[config.mk]
export PLATFORM = sky130hd
export DESIGN_NAME = ping_pong_ctrl_flat
export DESIGN_NICKNAME = d
export VERILOG_FILES = /design/src/rtl/ping_pong_ctrl_if.sv /design/src/rtl/ping_pong_ctrl.sv /design/src/flat_wrapper.sv
export SDC_FILE = /design/constraint.sdc
export NUM_CORES = 1
export LEC_CHECK = 0
export BUFFER_PORTS_ARGS = -buffer_cell sky130_fd_sc_hd__buf_2
export CORE_ASPECT_RATIO = 1.2
export CORE_MARGIN = 1
export CORE_UTILIZATION = 50
export CTS_CLUSTER_SIZE = 14
export DETAILED_ROUTE_END_ITERATION = 7
export PLACE_DENSITY = 0.9
export SYNTH_ARGS = -nofsm -noshare
export SYNTH_HDL_FRONTEND = slang
export SYNTH_HIERARCHICAL = 1
export SYNTH_SLANG_ARGS = --single-unit
[constraint.sdc]
create_clock -name clk -period 2.4 [get_ports clk]
set_input_delay 0.24 -clock clk [delete_from_list [all_inputs] [get_ports clk]]
set_output_delay 0.24 -clock clk [all_outputs]
set_load 0.01 [all_outputs]
[src/rtl/ping_pong_ctrl_if.sv]
// Producer/consumer handshake bundle for the ping-pong buffer controller.
// master = producer/consumer side, slave = controller side.
interface ping_pong_ctrl_if;
  logic in_valid;
  logic in_ready;
  logic rd_req;
  logic out_valid;
  logic out_bank_sel;
  logic out_last;

  modport master (
    output in_valid,
    output rd_req,
    input  in_ready,
    input  out_valid,
    input  out_bank_sel,
    input  out_last
  );

  modport slave (
    input  in_valid,
    input  rd_req,
    output in_ready,
    output out_valid,
    output out_bank_sel,
    output out_last
  );
endinterface

[src/rtl/ping_pong_ctrl.sv]
// Two-bank ping-pong sequencing controller: producer fills one bank while the
// consumer drains the other; banks swap on fill completion / final read pass.

// Per-bank port driver: gates enables with bank selection and parks idle
// addresses at 0 so the BRAM address pins stay quiet when unused.
module ping_pong_bank_port #(
  parameter int AW = 5
) (
  input  logic          wr_en_i,
  input  logic          rd_en_i,
  input  logic [AW-1:0] wr_addr_i,
  input  logic [AW-1:0] rd_addr_i,
  output logic          ena_o,
  output logic [AW-1:0] addra_o,
  output logic          enb_o,
  output logic [AW-1:0] addrb_o
);
  assign ena_o   = wr_en_i;
  assign addra_o = wr_en_i ? wr_addr_i : '0;
  assign enb_o   = rd_en_i;
  assign addrb_o = rd_en_i ? rd_addr_i : '0;
endmodule

module ping_pong_ctrl #(
  parameter  int DEPTH      = 32,
  parameter  int RD_PASSES  = 1,
  localparam int ADDR_WIDTH = $clog2(DEPTH)
) (
  input  logic                  clk,
  input  logic                  rst_n,
  input  logic                  flush,
  ping_pong_ctrl_if.slave       bus,
  output logic                  bank0_ena,
  output logic [ADDR_WIDTH-1:0] bank0_addra,
  output logic                  bank0_enb,
  output logic [ADDR_WIDTH-1:0] bank0_addrb,
  output logic                  bank1_ena,
  output logic [ADDR_WIDTH-1:0] bank1_addra,
  output logic                  bank1_enb,
  output logic [ADDR_WIDTH-1:0] bank1_addrb,
  output logic                  active_bank_wr,
  output logic                  active_bank_rd
);
  localparam int NUM_BANKS = 2;
  localparam int STAGES    = 1;  // BRAM read latency
  localparam int PASS_W    = (RD_PASSES > 1) ? $clog2(RD_PASSES) : 1;
  localparam logic [ADDR_WIDTH-1:0] ADDR_LAST = ADDR_WIDTH'(DEPTH - 1);
  localparam logic [PASS_W-1:0]     PASS_LAST = PASS_W'(RD_PASSES - 1);

  logic                  wr_bank_q, wr_bank_d;
  logic                  rd_bank_q, rd_bank_d;
  logic [ADDR_WIDTH-1:0] wr_addr_q, wr_addr_d;
  logic [ADDR_WIDTH-1:0] rd_addr_q, rd_addr_d;
  logic [PASS_W-1:0]     pass_q, pass_d;
  logic [NUM_BANKS-1:0]  full_q, full_d;
  logic                  out_sel_q, out_sel_d;
  logic                  out_last_q, out_last_d;
  logic [STAGES:0]       vld_pipe;

  logic wr_fire, rd_fire;
  logic wr_wrap, rd_wrap, rd_release;

  // Handshake decode: write needs a non-full target, read needs a full one,
  // so the two sides can never land on the same bank in one cycle.
  assign bus.in_ready = !full_q[wr_bank_q] && !flush;
  assign wr_fire      = bus.in_valid && bus.in_ready;
  assign rd_fire      = bus.rd_req && full_q[rd_bank_q] && !flush;
  assign wr_wrap      = (wr_addr_q == ADDR_LAST);
  assign rd_wrap      = (rd_addr_q == ADDR_LAST);
  assign rd_release   = rd_wrap && (pass_q == PASS_LAST);
  assign vld_pipe[0]  = rd_fire;

  // Next-state: pointer advance, bank swap and full-flag update; flush wins.
  always_comb begin
    wr_bank_d  = wr_bank_q;
    rd_bank_d  = rd_bank_q;
    wr_addr_d  = wr_addr_q;
    rd_addr_d  = rd_addr_q;
    pass_d     = pass_q;
    full_d     = full_q;
    out_sel_d  = rd_fire ? rd_bank_q : out_sel_q;
    out_last_d = rd_fire && rd_release;
    if (flush) begin
      wr_bank_d  = 1'b0;
      rd_bank_d  = 1'b0;
      wr_addr_d  = '0;
      rd_addr_d  = '0;
      pass_d     = '0;
      full_d     = '0;
      out_sel_d  = 1'b0;
      out_last_d = 1'b0;
    end else begin
      if (wr_fire) begin
        if (wr_wrap) begin
          wr_addr_d         = '0;
          full_d[wr_bank_q] = 1'b1;
          wr_bank_d         = ~wr_bank_q;
        end else begin
          wr_addr_d = wr_addr_q + 1'b1;
        end
      end
      if (rd_fire) begin
        if (rd_wrap) begin
          rd_addr_d = '0;
          if (rd_release) begin
            pass_d            = '0;
            full_d[rd_bank_q] = 1'b0;
            rd_bank_d         = ~rd_bank_q;
          end else begin
            pass_d = pass_q + 1'b1;
          end
        end else begin
          rd_addr_d = rd_addr_q + 1'b1;
        end
      end
    end
  end

  // State register; async reset discards any partial fill/drain progress.
  always_ff @(posedge clk or negedge rst_n) begin
    if (!rst_n) begin
      wr_bank_q  <= 1'b0;
      rd_bank_q  <= 1'b0;
      wr_addr_q  <= '0;
      rd_addr_q  <= '0;
      pass_q     <= '0;
      full_q     <= '0;
      out_sel_q  <= 1'b0;
      out_last_q <= 1'b0;
    end else begin
      wr_bank_q  <= wr_bank_d;
      rd_bank_q  <= rd_bank_d;
      wr_addr_q  <= wr_addr_d;
      rd_addr_q  <= rd_addr_d;
      pass_q     <= pass_d;
      full_q     <= full_d;
      out_sel_q  <= out_sel_d;
      out_last_q <= out_last_d;
    end
  end

  // Read-data valid tracks the BRAM read latency.
  always_ff @(posedge clk or negedge rst_n) begin
    if (!rst_n) vld_pipe[STAGES:1] <= '0;
    else        vld_pipe[STAGES:1] <= flush ? '0 : vld_pipe[STAGES-1:0];
  end

  assign bus.out_valid    = vld_pipe[STAGES];
  assign bus.out_bank_sel = out_sel_q;
  assign bus.out_last     = out_last_q;
  assign active_bank_wr   = wr_bank_q;
  assign active_bank_rd   = rd_bank_q;

  logic [NUM_BANKS-1:0]                 ena, enb;
  logic [NUM_BANKS-1:0][ADDR_WIDTH-1:0] addra, addrb;

  for (genvar b = 0; b < NUM_BANKS; b++) begin : g_bank
    ping_pong_bank_port #(.AW(ADDR_WIDTH)) u_port (
      .wr_en_i   (wr_fire && (wr_bank_q == 1'(b))),
      .rd_en_i   (rd_fire && (rd_bank_q == 1'(b))),
      .wr_addr_i (wr_addr_q),
      .rd_addr_i (rd_addr_q),
      .ena_o     (ena[b]),
      .addra_o   (addra[b]),
      .enb_o     (enb[b]),
      .addrb_o   (addrb[b])
    );
  end

  assign bank0_ena   = ena[0];
  assign bank0_addra = addra[0];
  assign bank0_enb   = enb[0];
  assign bank0_addrb = addrb[0];
  assign bank1_ena   = ena[1];
  assign bank1_addra = addra[1];
  assign bank1_enb   = enb[1];
  assign bank1_addrb = addrb[1];
endmodule

[src/flat_wrapper.sv]
// flat-port wrapper written by rule: the top's interface ports become plain ports
module ping_pong_ctrl_flat 
#(
  parameter  int DEPTH      = 32,
  parameter  int RD_PASSES  = 1,
  localparam int ADDR_WIDTH = $clog2(DEPTH)
)
  (clk, rst_n, flush, bank0_ena, bank0_addra, bank0_enb, bank0_addrb, bank1_ena, bank1_addra, bank1_enb, bank1_addrb, active_bank_wr, active_bank_rd, bus_in_valid, bus_rd_req, bus_in_ready, bus_out_valid, bus_out_bank_sel, bus_out_last);
  ping_pong_ctrl_if bus_i ();
  input  logic clk;
  input  logic rst_n;
  input  logic flush;
  output logic bank0_ena;
  output logic [ADDR_WIDTH-1:0] bank0_addra;
  output logic bank0_enb;
  output logic [ADDR_WIDTH-1:0] bank0_addrb;
  output logic bank1_ena;
  output logic [ADDR_WIDTH-1:0] bank1_addra;
  output logic bank1_enb;
  output logic [ADDR_WIDTH-1:0] bank1_addrb;
  output logic active_bank_wr;
  output logic active_bank_rd;
  input wire logic [$bits(bus_i.in_valid)-1:0] bus_in_valid;
  input wire logic [$bits(bus_i.rd_req)-1:0] bus_rd_req;
  output wire logic [$bits(bus_i.in_ready)-1:0] bus_in_ready;
  output wire logic [$bits(bus_i.out_valid)-1:0] bus_out_valid;
  output wire logic [$bits(bus_i.out_bank_sel)-1:0] bus_out_bank_sel;
  output wire logic [$bits(bus_i.out_last)-1:0] bus_out_last;
  assign bus_i.in_valid = bus_in_valid;
  assign bus_i.rd_req = bus_rd_req;
  assign bus_in_ready = bus_i.in_ready;
  assign bus_out_valid = bus_i.out_valid;
  assign bus_out_bank_sel = bus_i.out_bank_sel;
  assign bus_out_last = bus_i.out_last;
  ping_pong_ctrl #(.DEPTH(DEPTH), .RD_PASSES(RD_PASSES)) u_core (.clk(clk), .rst_n(rst_n), .flush(flush), .bus(bus_i), .bank0_ena(bank0_ena), .bank0_addra(bank0_addra), .bank0_enb(bank0_enb), .bank0_addrb(bank0_addrb), .bank1_ena(bank1_ena), .bank1_addra(bank1_addra), .bank1_enb(bank1_enb), .bank1_addrb(bank1_addrb), .active_bank_wr(active_bank_wr), .active_bank_rd(active_bank_rd));
endmodule
==> results.cfg <==
[min_path]
worstHoldPathType = input port to flop

[synthesis]
ys_async_sr_fraction_pct = 100
synth.yosys.warnings = 6
synth.top_cells.by_area = sky130_fd_sc_hd__dfrtp_1 (39%), sky130_fd_sc_hd__and2_1 (11%), sky130_fd_sc_hd__ha_1 (4.4%)
dominant_combinational_cell_family_by_area_after_synthesis = simple AND/OR/NAND/NOR gates
yosysMostFrequentCell = sky130_fd_sc_hd__and2_1
mappedNetlistArea_um2 = 1140
synth-xor-area-share_pct = 0
synth_largest_type_area_fraction_pct = 39.3
synth-seq-cells = 18
synth_compound_area_share_pct = 16.1
synth_top_cell_by_area = sky130_fd_sc_hd__dfrtp_1
synth.lib_cells_used.distinct = 32
post_synth_inst_count = 126
synth-simple-area-share_pct = 28.3
share_of_synthesized_area_occupied_by_flip_flops_and_latches_pct = 39.3
number_of_enable_type_register_cells_in_the_synthesized_netlist = 0
synth_mux_area_share_pct = 4.04
synth_top_cells_by_count = sky130_fd_sc_hd__and2_1 (20), sky130_fd_sc_hd__dfrtp_1 (18), sky130_fd_sc_hd__nor2_1 (10)
postSynth.topFlopCell = sky130_fd_sc_hd__dfrtp_1
syn_nets = 135
synth_fa_ha_area_share_pct = 4.37
postSynthAreaPerCell_um2 = 9.09

[flow_run]
drv.max_cap_violation_count = 0

[worst_setup_path]
crit_path_cell_trace = mux2_2, nand2_1, nor3_1, and2_1, buf_2
crit_path_start_kind = flop
class_of_the_most_critical_setup_path = flop to primary output
slowest_stage = sky130_fd_sc_hd__dfrtp_1
critPathCaptureType = primary output
critical_path_max_stage_delay_ns = 0.50
critPathRequiredTime_ns = 2.16
r2r_setup_slack_ns = 0.29
worstPathMaxFanout = 9
arrival_ns = 1.98

[floorplan]
row_count = 18
coreArea_um2 = 2120
die_width_um = 45.7
die_h_um = 54.4
initial_utilization_pct = 54.1
io_pins = 35
fp.dieArea_um2 = 2490

[grt]
gr-usage-all-layers_pct = 24.2
grt_pass1_wl_um = 4250
grt_max_degree = 19
vias_in_the_first_global_route = 954
initial_antenna_violation_count = 0
global_route.overflow_total = 0

[clock_tree]
clock_latency_ns = 0.29
number_of_levels_the_h_tree_was_split_into = 1
clockRootBuffer = sky130_fd_sc_hd__clkbuf_4
cts.sinks = 18
clock_tree_from_tritoncts = done
clk_pin_slew_ns = 0.11
cts_inserted_buffers = 3
cts_max_path_buffers = 2
post-cts-setup-buffer-count = 0

[final_layout]
layout_filler_cell_count = 200
antenna_cells_inserted = 0
final_layout_size_suffix_gt1_share_pct = 27.6
design.final.nets = 166
final_core_utilization_pct = 62.5
stdcell_area_um2 = 1320
syn_to_final_growth_pct = 15.6

[timing]
fmax_ghz = 0.451
final.setup.tns_ns = 0
fin_worst_skew_ns = 0.00358
relSlewSlack_pct = 64.7
timing.final.crit_share_pct = 92.4
worstMarginPinSlew_ns = 0.529
finalWorstPathRequiredPeriod_ns = 2.22
setup-violations-final = 0
rsz0062_at_grt = no
hold_viol = 0
slew_violations = 0
finalWorstSetupSlack_ns = 0.182

[power_and_ir_drop]
power.share.sequential_pct = 57.8
intPower_w = 0.000412
power_frac_clock_pct = 34.6
irDropWorstVdd_uv = 480
leakage_nw = 0.678
comb_power_share_pct = 7.6
power.share.switching_pct = 24.0
net-switching-power_w = 0.000130
power_per_cell_area_nw_per_um2 = 410

[place]
placement.cell_area_um2 = 1280
place_congestion = 0.836
port_buffers = 34
dpl.hpwl_um = 1900
dp_worst_setup_slack_ns = 0.307

[drt]
dr_total_vias = 1085
drcViolationCount = 0
via_per_inst = 5.83
drt-initial-drc-count = 51
route.antenna.remaining_nets = 0
drt-total-wl_um = 2620
drt_pre_antenna_iters = 4
wl_per_cell_um = 14.1

[status]
run_status = completed
==> power by group through the flow <==
stage,Combinational [W],Sequential (W),Clock (W)
3_5_place_dp,0.0000402,0.000319,0
2_1_floorplan,0.0000272,0.000318,0
4_1_cts,0.0000415,0.000313,0.000195
3_3_place_gp,0.0000381,0.000319,0
6_report,0.0000415,0.000314,0.000188
5_1_grt,0.0000471,0.000315,0.000207
==> state kept, by name, summed over array words and instances, names as in the netlist <==
signal / flops
u_core/rd_addr_q: 5
u_core/wr_addr_q: 5
u_core/full_q: 2
u_core/active_bank_rd: 1
u_core/active_bank_wr: 1
u_core/bus.out_bank_sel: 1
u_core/bus.out_last: 1
u_core/bus.out_valid: 1
u_core/pass_q: 1
==> kinds of logic (layout without fill, tap and decap cells) <==
group           after synthesis  in the layout
buf+inv                      13             43
flops                        18             18
compound gates               27             27
simple gates                 60             60
fa+ha+maj                     4              4
mux                           4              4
==> placed cells by master, fill, tap and decap left out, types with 2 or more instances in the layout <==
| master | count |
|---|---|
| sky130_fd_sc_hd__dfrtp_1 | 18 |
| sky130_fd_sc_hd__o21ai_0 | 6 |
| sky130_fd_sc_hd__a21oi_1 | 4 |
| sky130_fd_sc_hd__o41ai_1 | 2 |
| sky130_fd_sc_hd__and3_1 | 3 |
| sky130_fd_sc_hd__o31ai_1 | 2 |
| sky130_fd_sc_hd__a31o_2 | 2 |
| sky130_fd_sc_hd__mux2_2 | 2 |
| sky130_fd_sc_hd__nor3b_1 | 2 |
| sky130_fd_sc_hd__nor2_1 | 10 |
| sky130_fd_sc_hd__a31oi_1 | 4 |
| sky130_fd_sc_hd__or4_1 | 2 |
| sky130_fd_sc_hd__nand2_1 | 8 |
| sky130_fd_sc_hd__o311ai_0 | 4 |
| sky130_fd_sc_hd__inv_1 | 4 |
| sky130_fd_sc_hd__and2_1 | 20 |
| sky130_fd_sc_hd__clkbuf_4 | 3 |
| sky130_fd_sc_hd__nor3_1 | 4 |
| sky130_fd_sc_hd__nand3_1 | 6 |
| sky130_fd_sc_hd__ha_1 | 4 |
| sky130_fd_sc_hd__buf_2 | 34 |
==> worst max-delay path: cells and delay by family (launching register included) <==
kind / cells / cell delay, ns
flip-flops: 1 / 0.50
multiplexers: 1 / 0.31
buffers and inverters: 1 / 0.13
AND/OR/NAND/NOR: 3 / 0.74
==> layer usage <==
layer / global-route usage, % / share of wire (%) / vias up
li1: - / - / 510
met1: 30.1 / 41 / 514
met2: 37.6 / 50 / 53
met3: 6.27 / 6.9 / 8
met4: 13.6 / 1.7 / 0
met5: 0 / 0 / -
==> worst paths after layout <==
| kind | from | cells after the start | endpoint |
|---|---|---|---|
| min in group asynchronous | rst_n | 2 | u_core/wr_addr_q[1] |
| max in group asynchronous | rst_n | 2 | u_core/rd_addr_q[3] |
| hold reg to reg | u_core/wr_addr_q[3] | 1 | u_core/wr_addr_q[3] |
| hold / removal | bus_rd_req | 3 | u_core/rd_addr_q[1] |
| setup / recovery | u_core/active_bank_rd | 5 | bank0_addrb[4] |
| setup reg to reg | u_core/rd_addr_q[0] | 6 | u_core/full_q[0] |
==> layout make-up <==
cell class,instances,area (um^2),share of cell area (%)
clock buffer,4,36.3,2.74
inverter,4,15.0,1.13
sequential,18,450,34.0
multi-input combinational,95,604,45.7
timing repair buffer,35,180,13.6
tap,30,37.5,2.84
==> metrics by stage <==
step | hold slack [ns] | cells | total power [W]
after floorplan | -0.0556 | 126 | 0.000345
after global placement | 0.185 | 181 | 0.000357
after detailed placement | 0.198 | 181 | 0.000360
after CTS | 0.245 | 186 | 0.000549
after global routing | 0.261 | 186 | 0.000568
final | 0.265 | 186 | 0.000543
==> timing repair <==
action                                 CTS  global route
resized for setup                        0             0
hold buffers                             1             0
endpoints found under the hold margin   18             0
(Power assumes the default switching activity.)
